<file path="src/rtl/pipectl_pkg.sv">
// Shared definitions for the pipeline controller.
//   FWD_*          forward-select encodings driven on fwd_a / fwd_b
//   FORWARDUSE/SRC bit positions inside a forward select
//   XZR            zero-register index; never a hazard or forward source
//   step_e         what the pipe registers do on the next clock edge
package pipectl_pkg;

   localparam logic [1:0] FWD_NONE = 2'b00;
   localparam logic [1:0] FWD_EX1  = 2'b11;
   localparam logic [1:0] FWD_EX2  = 2'b10;

   localparam int FORWARDUSE = 1;
   localparam int FORWARDSRC = 0;

   localparam int unsigned XZR = 31;

   typedef enum logic [1:0] {
      STEP_ADV      = 2'd0,
      STEP_STALL    = 2'd1,
      STEP_REDIRECT = 2'd2
   } step_e;

endpackage

</file>
<file path="src/rtl/pipeline_control_if.sv">
// Datapath <-> pipeline controller signal bundle.
//   master : datapath side (drives decode/hazard info, receives controls)
//   slave  : controller side
// Parameters NSTAGES / REGADDRSIZE must match the controller instance.
interface pipeline_control_if #(
   parameter int NSTAGES     = 5,
   parameter int REGADDRSIZE = 5
);
   logic [REGADDRSIZE-1:0] id_ra;
   logic [REGADDRSIZE-1:0] id_rb;
   logic                   id_usea;
   logic                   id_useb;
   logic                   ex_memread;
   logic [REGADDRSIZE-1:0] ex_ra;
   logic [REGADDRSIZE-1:0] ex_rb;
   logic [REGADDRSIZE-1:0] ex_rd;
   logic                   m1_regwrite;
   logic [REGADDRSIZE-1:0] m1_rd;
   logic                   m2_regwrite;
   logic [REGADDRSIZE-1:0] m2_rd;
   logic                   br_taken;

   logic [NSTAGES-1:0]     stage_valid;
   logic [NSTAGES-1:0]     stage_en;
   logic                   pc_en;
   logic                   pc_load;
   logic                   stall;
   logic [1:0]             fwd_a;
   logic [1:0]             fwd_b;
   logic                   retire;

   modport master (
      output id_ra, id_rb, id_usea, id_useb, ex_memread, ex_ra, ex_rb, ex_rd,
             m1_regwrite, m1_rd, m2_regwrite, m2_rd, br_taken,
      input  stage_valid, stage_en, pc_en, pc_load, stall, fwd_a, fwd_b, retire
   );

   modport slave (
      input  id_ra, id_rb, id_usea, id_useb, ex_memread, ex_ra, ex_rb, ex_rd,
             m1_regwrite, m1_rd, m2_regwrite, m2_rd, br_taken,
      output stage_valid, stage_en, pc_en, pc_load, stall, fwd_a, fwd_b, retire
   );
endinterface

</file>
<file path="src/rtl/pipectl_fwdsel.sv">
// Single-operand forward comparator.
//   src            source register read in EX
//   m1_en, m1_rd   stage EX+1 is valid and writing m1_rd
//   m2_en, m2_rd   stage EX+2 is valid and writing m2_rd
//   fwd            FWD_EX1 / FWD_EX2 / FWD_NONE; nearer stage wins
module pipectl_fwdsel
   import pipectl_pkg::*;
#(
   parameter int REGADDRSIZE = 5
) (
   input  logic [REGADDRSIZE-1:0] src,
   input  logic                   m1_en,
   input  logic [REGADDRSIZE-1:0] m1_rd,
   input  logic                   m2_en,
   input  logic [REGADDRSIZE-1:0] m2_rd,
   output logic [1:0]             fwd
);

   localparam logic [REGADDRSIZE-1:0] ZR = REGADDRSIZE'(XZR);

   always_comb begin
      fwd = FWD_NONE;
      if (m1_en && (m1_rd == src) && (m1_rd != ZR)) begin
         fwd = FWD_EX1;
      end else if (m2_en && (m2_rd == src) && (m2_rd != ZR)) begin
         fwd = FWD_EX2;
      end
   end

endmodule

</file>
<file path="src/rtl/pipeline_control.sv">
// Valid/stall/flush/forward controller for an NSTAGES-deep LEGv8 pipeline.
// Ports:
//   clk, rst      clock; asynchronous active-high reset
//   bus (slave)   hazard/forward inputs from the datapath; stage_valid,
//                 stage_en, pc_en, pc_load, stall, fwd_a, fwd_b, retire out
//   perf_*        saturating event counters (only with PIPECTL_PERF_EN)
// Build option: define PIPECTL_PERF_EN to add perf_retired, perf_stalls and
// perf_flushed.
//
// step          | meaning
// STEP_ADV      | every stage shifts, IF fetches a new instruction
// STEP_STALL    | IF..ID hold, bubble enters EX, later stages shift
// STEP_REDIRECT | stages 1..BR_STAGE killed, older shift, IF fetches target
module pipeline_control
   import pipectl_pkg::*;
#(
   parameter int NSTAGES     = 5,
   parameter int ID_STAGE    = 1,
   parameter int EX_STAGE    = 2,
   parameter int BR_STAGE    = 4,
   parameter int REGADDRSIZE = 5,
   parameter int CNTSIZE     = 32
) (
   input  logic               clk,
   input  logic               rst,
   pipeline_control_if.slave  bus
`ifdef PIPECTL_PERF_EN
   ,
   output logic [CNTSIZE-1:0] perf_retired,
   output logic [CNTSIZE-1:0] perf_stalls,
   output logic [CNTSIZE-1:0] perf_flushed
`endif
);

   generate
      if ((NSTAGES < EX_STAGE + 3) || (BR_STAGE < EX_STAGE) || (BR_STAGE > NSTAGES - 1)) begin : g_bad_cfg
         $error("pipeline_control: illegal NSTAGES/EX_STAGE/BR_STAGE combination");
      end
   endgenerate

   localparam logic [REGADDRSIZE-1:0] ZR = REGADDRSIZE'(XZR);

   logic [NSTAGES-1:0] valid_q;
   logic [NSTAGES-1:0] valid_d;
   logic [NSTAGES-1:0] en;
   logic               hazard;
   logic               redirect;
   step_e              step;

   always_comb begin
      hazard = valid_q[ID_STAGE] && valid_q[EX_STAGE] && bus.ex_memread &&
               (bus.ex_rd != ZR) &&
               ((bus.id_usea && (bus.id_ra == bus.ex_rd)) ||
                (bus.id_useb && (bus.id_rb == bus.ex_rd)));
      redirect = bus.br_taken && valid_q[BR_STAGE];
   end

   // Redirect has priority: the stalled instruction is on the wrong path anyway.
   always_comb begin
      step = STEP_ADV;
      if (redirect) begin
         step = STEP_REDIRECT;
      end else if (hazard) begin
         step = STEP_STALL;
      end
   end

   always_comb begin
      valid_d = {valid_q[NSTAGES-2:0], 1'b1};
      en      = '1;
      case (step)
         STEP_STALL: begin
            for (int s = 0; s < NSTAGES; s++) begin
               if (s <= ID_STAGE) begin
                  valid_d[s] = valid_q[s];
                  en[s]      = 1'b0;
               end else if (s <= EX_STAGE) begin
                  valid_d[s] = 1'b0;
               end
            end
         end
         STEP_REDIRECT: begin
            for (int s = 1; s < NSTAGES; s++) begin
               if (s <= BR_STAGE) begin
                  valid_d[s] = 1'b0;
               end
            end
         end
         default: ;
      endcase
   end

   always_ff @(posedge clk or posedge rst) begin
      if (rst) begin
         valid_q <= NSTAGES'(1);
      end else begin
         valid_q <= valid_d;
      end
   end

   assign bus.stage_valid = valid_q;
   assign bus.stage_en    = en;
   assign bus.pc_en       = (step != STEP_STALL);
   assign bus.pc_load     = (step == STEP_REDIRECT);
   assign bus.stall       = (step == STEP_STALL);
   assign bus.retire      = valid_q[NSTAGES-1];

   logic m1_en;
   logic m2_en;

   assign m1_en = valid_q[EX_STAGE+1] && bus.m1_regwrite;
   assign m2_en = valid_q[EX_STAGE+2] && bus.m2_regwrite;

   pipectl_fwdsel #(.REGADDRSIZE(REGADDRSIZE)) u_fwd_a (
      .src   (bus.ex_ra),
      .m1_en (m1_en),
      .m1_rd (bus.m1_rd),
      .m2_en (m2_en),
      .m2_rd (bus.m2_rd),
      .fwd   (bus.fwd_a)
   );

   pipectl_fwdsel #(.REGADDRSIZE(REGADDRSIZE)) u_fwd_b (
      .src   (bus.ex_rb),
      .m1_en (m1_en),
      .m1_rd (bus.m1_rd),
      .m2_en (m2_en),
      .m2_rd (bus.m2_rd),
      .fwd   (bus.fwd_b)
   );

`ifdef PIPECTL_PERF_EN
   logic [CNTSIZE-1:0] killed;

   always_comb begin
      killed = '0;
      if (step == STEP_REDIRECT) begin
         for (int s = 1; s < NSTAGES; s++) begin
            if (s <= BR_STAGE) begin
               killed = killed + CNTSIZE'(valid_q[s]);
            end
         end
      end
   end

   function automatic logic [CNTSIZE-1:0] sat_add(input logic [CNTSIZE-1:0] a,
                                                  input logic [CNTSIZE-1:0] b);
      logic [CNTSIZE:0] sum;
      sum = {1'b0, a} + {1'b0, b};
      return sum[CNTSIZE] ? '1 : sum[CNTSIZE-1:0];
   endfunction

   always_ff @(posedge clk or posedge rst) begin
      if (rst) begin
         perf_retired <= '0;
         perf_stalls  <= '0;
         perf_flushed <= '0;
      end else begin
         perf_retired <= sat_add(perf_retired, CNTSIZE'(valid_q[NSTAGES-1]));
         perf_stalls  <= sat_add(perf_stalls, CNTSIZE'(step == STEP_STALL));
         perf_flushed <= sat_add(perf_flushed, killed);
      end
   end
`endif

endmodule

</file>
<file path="src/flat_wrapper.sv">
// flat-port wrapper written by rule: the top's interface ports become plain ports
module pipeline_control_flat import pipectl_pkg::*;
#(
   parameter int NSTAGES     = 5,
   parameter int ID_STAGE    = 1,
   parameter int EX_STAGE    = 2,
   parameter int BR_STAGE    = 4,
   parameter int REGADDRSIZE = 5,
   parameter int CNTSIZE     = 32
)
  (clk, rst, bus_id_ra, bus_id_rb, bus_id_usea, bus_id_useb, bus_ex_memread, bus_ex_ra, bus_ex_rb, bus_ex_rd, bus_m1_regwrite, bus_m1_rd, bus_m2_regwrite, bus_m2_rd, bus_br_taken, bus_stage_valid, bus_stage_en, bus_pc_en, bus_pc_load, bus_stall, bus_fwd_a, bus_fwd_b, bus_retire);
  pipeline_control_if #(.NSTAGES(NSTAGES), .REGADDRSIZE(REGADDRSIZE)) bus_i ();
  input  logic clk;
  input  logic rst;
  input wire logic [$bits(bus_i.id_ra)-1:0] bus_id_ra;
  input wire logic [$bits(bus_i.id_rb)-1:0] bus_id_rb;
  input wire logic [$bits(bus_i.id_usea)-1:0] bus_id_usea;
  input wire logic [$bits(bus_i.id_useb)-1:0] bus_id_useb;
  input wire logic [$bits(bus_i.ex_memread)-1:0] bus_ex_memread;
  input wire logic [$bits(bus_i.ex_ra)-1:0] bus_ex_ra;
  input wire logic [$bits(bus_i.ex_rb)-1:0] bus_ex_rb;
  input wire logic [$bits(bus_i.ex_rd)-1:0] bus_ex_rd;
  input wire logic [$bits(bus_i.m1_regwrite)-1:0] bus_m1_regwrite;
  input wire logic [$bits(bus_i.m1_rd)-1:0] bus_m1_rd;
  input wire logic [$bits(bus_i.m2_regwrite)-1:0] bus_m2_regwrite;
  input wire logic [$bits(bus_i.m2_rd)-1:0] bus_m2_rd;
  input wire logic [$bits(bus_i.br_taken)-1:0] bus_br_taken;
  output wire logic [$bits(bus_i.stage_valid)-1:0] bus_stage_valid;
  output wire logic [$bits(bus_i.stage_en)-1:0] bus_stage_en;
  output wire logic [$bits(bus_i.pc_en)-1:0] bus_pc_en;
  output wire logic [$bits(bus_i.pc_load)-1:0] bus_pc_load;
  output wire logic [$bits(bus_i.stall)-1:0] bus_stall;
  output wire logic [$bits(bus_i.fwd_a)-1:0] bus_fwd_a;
  output wire logic [$bits(bus_i.fwd_b)-1:0] bus_fwd_b;
  output wire logic [$bits(bus_i.retire)-1:0] bus_retire;
  assign bus_i.id_ra = bus_id_ra;
  assign bus_i.id_rb = bus_id_rb;
  assign bus_i.id_usea = bus_id_usea;
  assign bus_i.id_useb = bus_id_useb;
  assign bus_i.ex_memread = bus_ex_memread;
  assign bus_i.ex_ra = bus_ex_ra;
  assign bus_i.ex_rb = bus_ex_rb;
  assign bus_i.ex_rd = bus_ex_rd;
  assign bus_i.m1_regwrite = bus_m1_regwrite;
  assign bus_i.m1_rd = bus_m1_rd;
  assign bus_i.m2_regwrite = bus_m2_regwrite;
  assign bus_i.m2_rd = bus_m2_rd;
  assign bus_i.br_taken = bus_br_taken;
  assign bus_stage_valid = bus_i.stage_valid;
  assign bus_stage_en = bus_i.stage_en;
  assign bus_pc_en = bus_i.pc_en;
  assign bus_pc_load = bus_i.pc_load;
  assign bus_stall = bus_i.stall;
  assign bus_fwd_a = bus_i.fwd_a;
  assign bus_fwd_b = bus_i.fwd_b;
  assign bus_retire = bus_i.retire;
  pipeline_control #(.NSTAGES(NSTAGES), .ID_STAGE(ID_STAGE), .EX_STAGE(EX_STAGE), .BR_STAGE(BR_STAGE), .REGADDRSIZE(REGADDRSIZE), .CNTSIZE(CNTSIZE)) u_core (.clk(clk), .rst(rst), .bus(bus_i));
endmodule
</file>
<file path="config.mk">
export PLATFORM = sky130hd
export DESIGN_NAME = pipeline_control_flat
export DESIGN_NICKNAME = d
export VERILOG_FILES = /design/src/rtl/pipectl_pkg.sv /design/src/rtl/pipeline_control_if.sv /design/src/rtl/pipectl_fwdsel.sv /design/src/rtl/pipeline_control.sv /design/src/flat_wrapper.sv
export SDC_FILE = /design/constraint.sdc
export NUM_CORES = 1
export LEC_CHECK = 0
export CORE_MARGIN = 3
export CORE_UTILIZATION = 29
export CTS_CLUSTER_SIZE = 30
export DETAILED_ROUTE_END_ITERATION = 10
export PLACE_DENSITY = 0.82
export SYNTH_ARGS = -nofsm -noshare
export SYNTH_HDL_FRONTEND = slang
export SYNTH_SLANG_ARGS = --single-unit
</file>
<file path="constraint.sdc">
create_clock -name clk -period 1.65 [get_ports clk]
set_input_delay 0.33 -clock clk [delete_from_list [all_inputs] [get_ports clk]]
set_output_delay 0.33 -clock clk [all_outputs]
set_load 0.005 [all_outputs]
</file>
==> out/summary.md, run 1 <==
The number of endpoints with negative hold slack in the final report came out at 0. The tools report the library cell used as clock root buffer as sky130_fd_sc_hd__clkbuf_4. The worst supply voltage drop on vdd is 482 uV. The worst-case setup margin in the final layout came out at -0.0479 ns. In the final layout, the multi-input gates occupy 568 um^2. Across the whole layout, storage elements account for 100 um^2. The tools report the number of warnings printed during yosys synthesis as 0. Dividing the synthesized area by the synthesized cell count gives 8.38 um^2.

After clock tree synthesis, the clock-pin slew on the worst setup and hold paths is 0.04 ns. For the sum of negative setup slack, the log shows -0.0479 ns. The count of buffers added on input and output ports is 56. Final count of pins violating max slew: 0.

In this run, the number of DRC markers left after iteration 0 of detailed routing was 7. The tools report the first-pass GRT wire length as 3740 um. The most used flip-flop cell after synthesis is sky130_fd_sc_hd__dfrtp_1. The logs give 0 for the count of max-cap constraint violations and 0 for the number of antenna violations at the first check in global routing. Setup repair after global routing could not meet its margin everywhere.

The first TritonRoute pass finished after 3 iterations. Summed over all layers, the routed wires come to 2470 um. Overall die area: 0.00270 mm^2.

For the leakage power, the log shows 0.641 nW. The checks that failed: setup timing. The number of hold-repair buffers added at the cts stage is 0. Global routing used 18.9% of the available tracks across all layers. Static timing analysis puts the maximum clock frequency at 589 MHz. The tools report the clock skew as 0.00353 ns.

The run gives 4 as the sink count of the clock tree. In this run, distinct cell masters in the synthesized netlist total 20. Most common cell in the netlist: sky130_fd_sc_hd__xnor2_1. The repair_antennas step left the layout with diodes totalling 0. The leftover overflow at the end of global routing is 0.

The total cell area at the placement stage is 0.00127 mm^2, and the routed length per instance is 14.5 um. Once the floorplan was initialized, standard cells occupied 32.9% of the core. Netlist area before placement: 612 um^2. The sequential share of the synthesized area was 16.4%.

In this run the power density over the cells is 639 mW/mm^2. The count of nets left with antenna violations once routing finished came out at 0. The area added between synthesis and finish is 112%, and the maximum root-to-sink buffer count is 2. Using the TritonRoute via totals, the vias-per-cell ratio works out to 4.75.

The utilization of the core after routing came out at 70.0%. The number of cells produced by synthesis is 73. The maximum fanout along the worst path is 2, and the net total in the final layout is 190.

In this run the biggest area consumer among cell types represents 28.6% of the synthesized area. The register with the most flip-flops in the layout has 4 of them. By area the synthesized netlist is led by sky130_fd_sc_hd__xnor2_1, sky130_fd_sc_hd__dfrtp_1, sky130_fd_sc_hd__xor2_1.

Detailed routing inserted a total of 808 vias. The cell type with the highest aggregate area in the netlist is sky130_fd_sc_hd__xnor2_1. STA puts the critical path data arrival time at 1.37 ns.

The setup violation total in the final timing report was 1. STA classifies the critical path endpoint as an output port. After layout, the minimum clock period comes to 1.70 ns. The run gives 61 as the number of I/O pins. Routability-driven placement finished with a final weighted congestion of 0.833. Detailed placement ended at an HPWL of 1930 um. Counting flops with a built-in enable in the synthesized netlist gives 0.

The clock reaches the later pin of the worst-skew pair after 0.23 ns. STA classifies the critical path startpoint as a primary input. The deepest level of the CTS H-tree was 1.

Worst min-delay path category: primary input to asynchronous set/reset pin. In the synthesized netlist the async set-or-reset flop fraction comes to 100%. The final worst-path cycle share is 103%, and the number of cell rows is 15.

Overall die width: 51.9 um. The via count of the first global-routing pass is 840. Measured along the y axis, the die boundary spans 51.9 um.

Counting the buffers created by CTS gives 3. The logs give 154 for the number of fillers in the final layout and 0.00130 mm^2 for the final standard cell area without fillers. The worst setup path is of the primary input to output port kind. Data on the critical path is required at its endpoint by 1.32 ns. In the routed design, unresolved DRC markers number 0. Entering global routing, the biggest net connects 5 pins. The total core area was 0.00186 mm^2.

The flow ran to the end, but the final reports show violations. TritonCTS built the clock tree. After synthesis the netlist holds a flip-flop and latch count of 4. Before CTS, the worst setup slack after placement is -0.806 ns.

Sorting the synthesized cells by how often they occur yields sky130_fd_sc_hd__xnor2_1, sky130_fd_sc_hd__xor2_1, sky130_fd_sc_hd__buf_4, sky130_fd_sc_hd__nand2_1. The post-route netlist has 49.0% of its cells at a drive strength greater than 1.
[worst max-delay path, stage by stage]
cell and delay (ns):
sky130_fd_sc_hd__clkdlybuf4s15_1 0.21, sky130_fd_sc_hd__nand2_1 0.07, sky130_fd_sc_hd__o211ai_1 0.14, sky130_fd_sc_hd__nor4_2 0.33, sky130_fd_sc_hd__a31o_1 0.17, sky130_fd_sc_hd__buf_2 0.11
[cells by family after synthesis]
logic type | synth area share (%)
AOI/OAI and AO/OA | 9.00
xor gates and xnor gates | 42.9
DFF | 16.4
other | 0.613
buffers and inverters | 9.82
and+or+nand+nor | 21.3
[power by group]
| part | switching, mW | internal, mW |
|---|---|---|
| Combinational | 0.204 | 0.334 |
| Sequential | 0.0298 | 0.141 |
| Clock | 0.0406 | 0.0814 |
[layer usage]
metal	global-route usage, %	share of wire, %	vias up
met2	34.5	50	52
met4	6.55	0.16	0
met5	0	0	-
met3	6.02	13	2
li1	-	-	388
met1	20.0	38	366
[stage by stage]
step / power, mW / instances / hold WS [ns]
2_1_floorplan: 0.343 / 76 / 0.0961
3_3_place_gp: 0.682 / 165 / 0.525
3_5_place_dp: 0.690 / 165 / 0.535
4_1_cts: 0.806 / 168 / 0.280
5_1_grt: 0.896 / 170 / 0.290
6_report: 0.831 / 170 / 0.281
[timing repair]
| item | in CTS | in global routing |
|---|---|---|
| endpoints found under the setup margin | 9 | 8 |
| pin swaps | 31 | 26 |
| gates resized for setup | 138 | 38 |
| setup buffers | 0 | 2 |
[path summary, 6_finish.rpt]
path | start | depth (start not counted) | slack [ns] | endpoint
max | bus_m2_rd[3] | 6 | -0.05 | bus_fwd_b[1]
min | rst | 2 | 0.28 | u_core.bus.stage_valid[2]
max reg2reg | u_core.bus.stage_valid[4] | 4 | 0.74 | u_core.bus.stage_valid[4]
min reg2reg | u_core.bus.stage_valid[1] | 2 | 0.57 | u_core.bus.stage_valid[2]
max in group asynchronous | rst | 2 | 1.22 | u_core.bus.stage_valid[1]
min in group clk | bus_ex_rd[2] | 3 | 0.46 | u_core.bus.stage_valid[2]
[cell type report]
type                       count  area share, %
clock buffer                   3           1.73
tap                           25           2.41
sequential                     4           7.70
multi-input combinational     63           43.7
timing repair buffer          73           43.9
inverter                       2          0.577
[placed cells by master (no fill, tap or decap), types with 2 or more instances in the layout]
cell / synthesis / layout
sky130_fd_sc_hd__inv_1: 2 / 2
sky130_fd_sc_hd__dlygate4sd2_1: 0 / 8
sky130_fd_sc_hd__xor2_1: 10 / 10
sky130_fd_sc_hd__nand2_1: 7 / 5
sky130_fd_sc_hd__dfrtp_1: 4 / 4
sky130_fd_sc_hd__and2_1: 2 / 2
sky130_fd_sc_hd__clkbuf_2: 0 / 8
sky130_fd_sc_hd__dlymetal6s2s_1: 0 / 3
sky130_fd_sc_hd__nand4_1: 3 / 3
sky130_fd_sc_hd__nand3_2: 0 / 2
sky130_fd_sc_hd__nand3_1: 4 / 2
sky130_fd_sc_hd__clkbuf_4: 0 / 3
sky130_fd_sc_hd__xnor2_2: 0 / 7
sky130_fd_sc_hd__buf_8: 0 / 2
sky130_fd_sc_hd__conb_1: 1 / 4
sky130_fd_sc_hd__clkdlybuf4s15_1: 0 / 6
sky130_fd_sc_hd__buf_4: 7 / 14
sky130_fd_sc_hd__clkdlybuf4s50_1: 0 / 6
sky130_fd_sc_hd__a31o_1: 2 / 2
sky130_fd_sc_hd__buf_6: 0 / 5
sky130_fd_sc_hd__xnor2_1: 20 / 12
sky130_fd_sc_hd__buf_2: 0 / 20
sky130_fd_sc_hd__nand2_2: 0 / 2
sky130_fd_sc_hd__nor4_2: 2 / 3
Note: power is estimated with default switching activity, not from simulation.
==> run 2: changes to the inputs <==
CAP_MARGIN = 20   (was default)
==> results of run 2 <==
No change in the layout: final DEF, timing and power equal those of run 1.
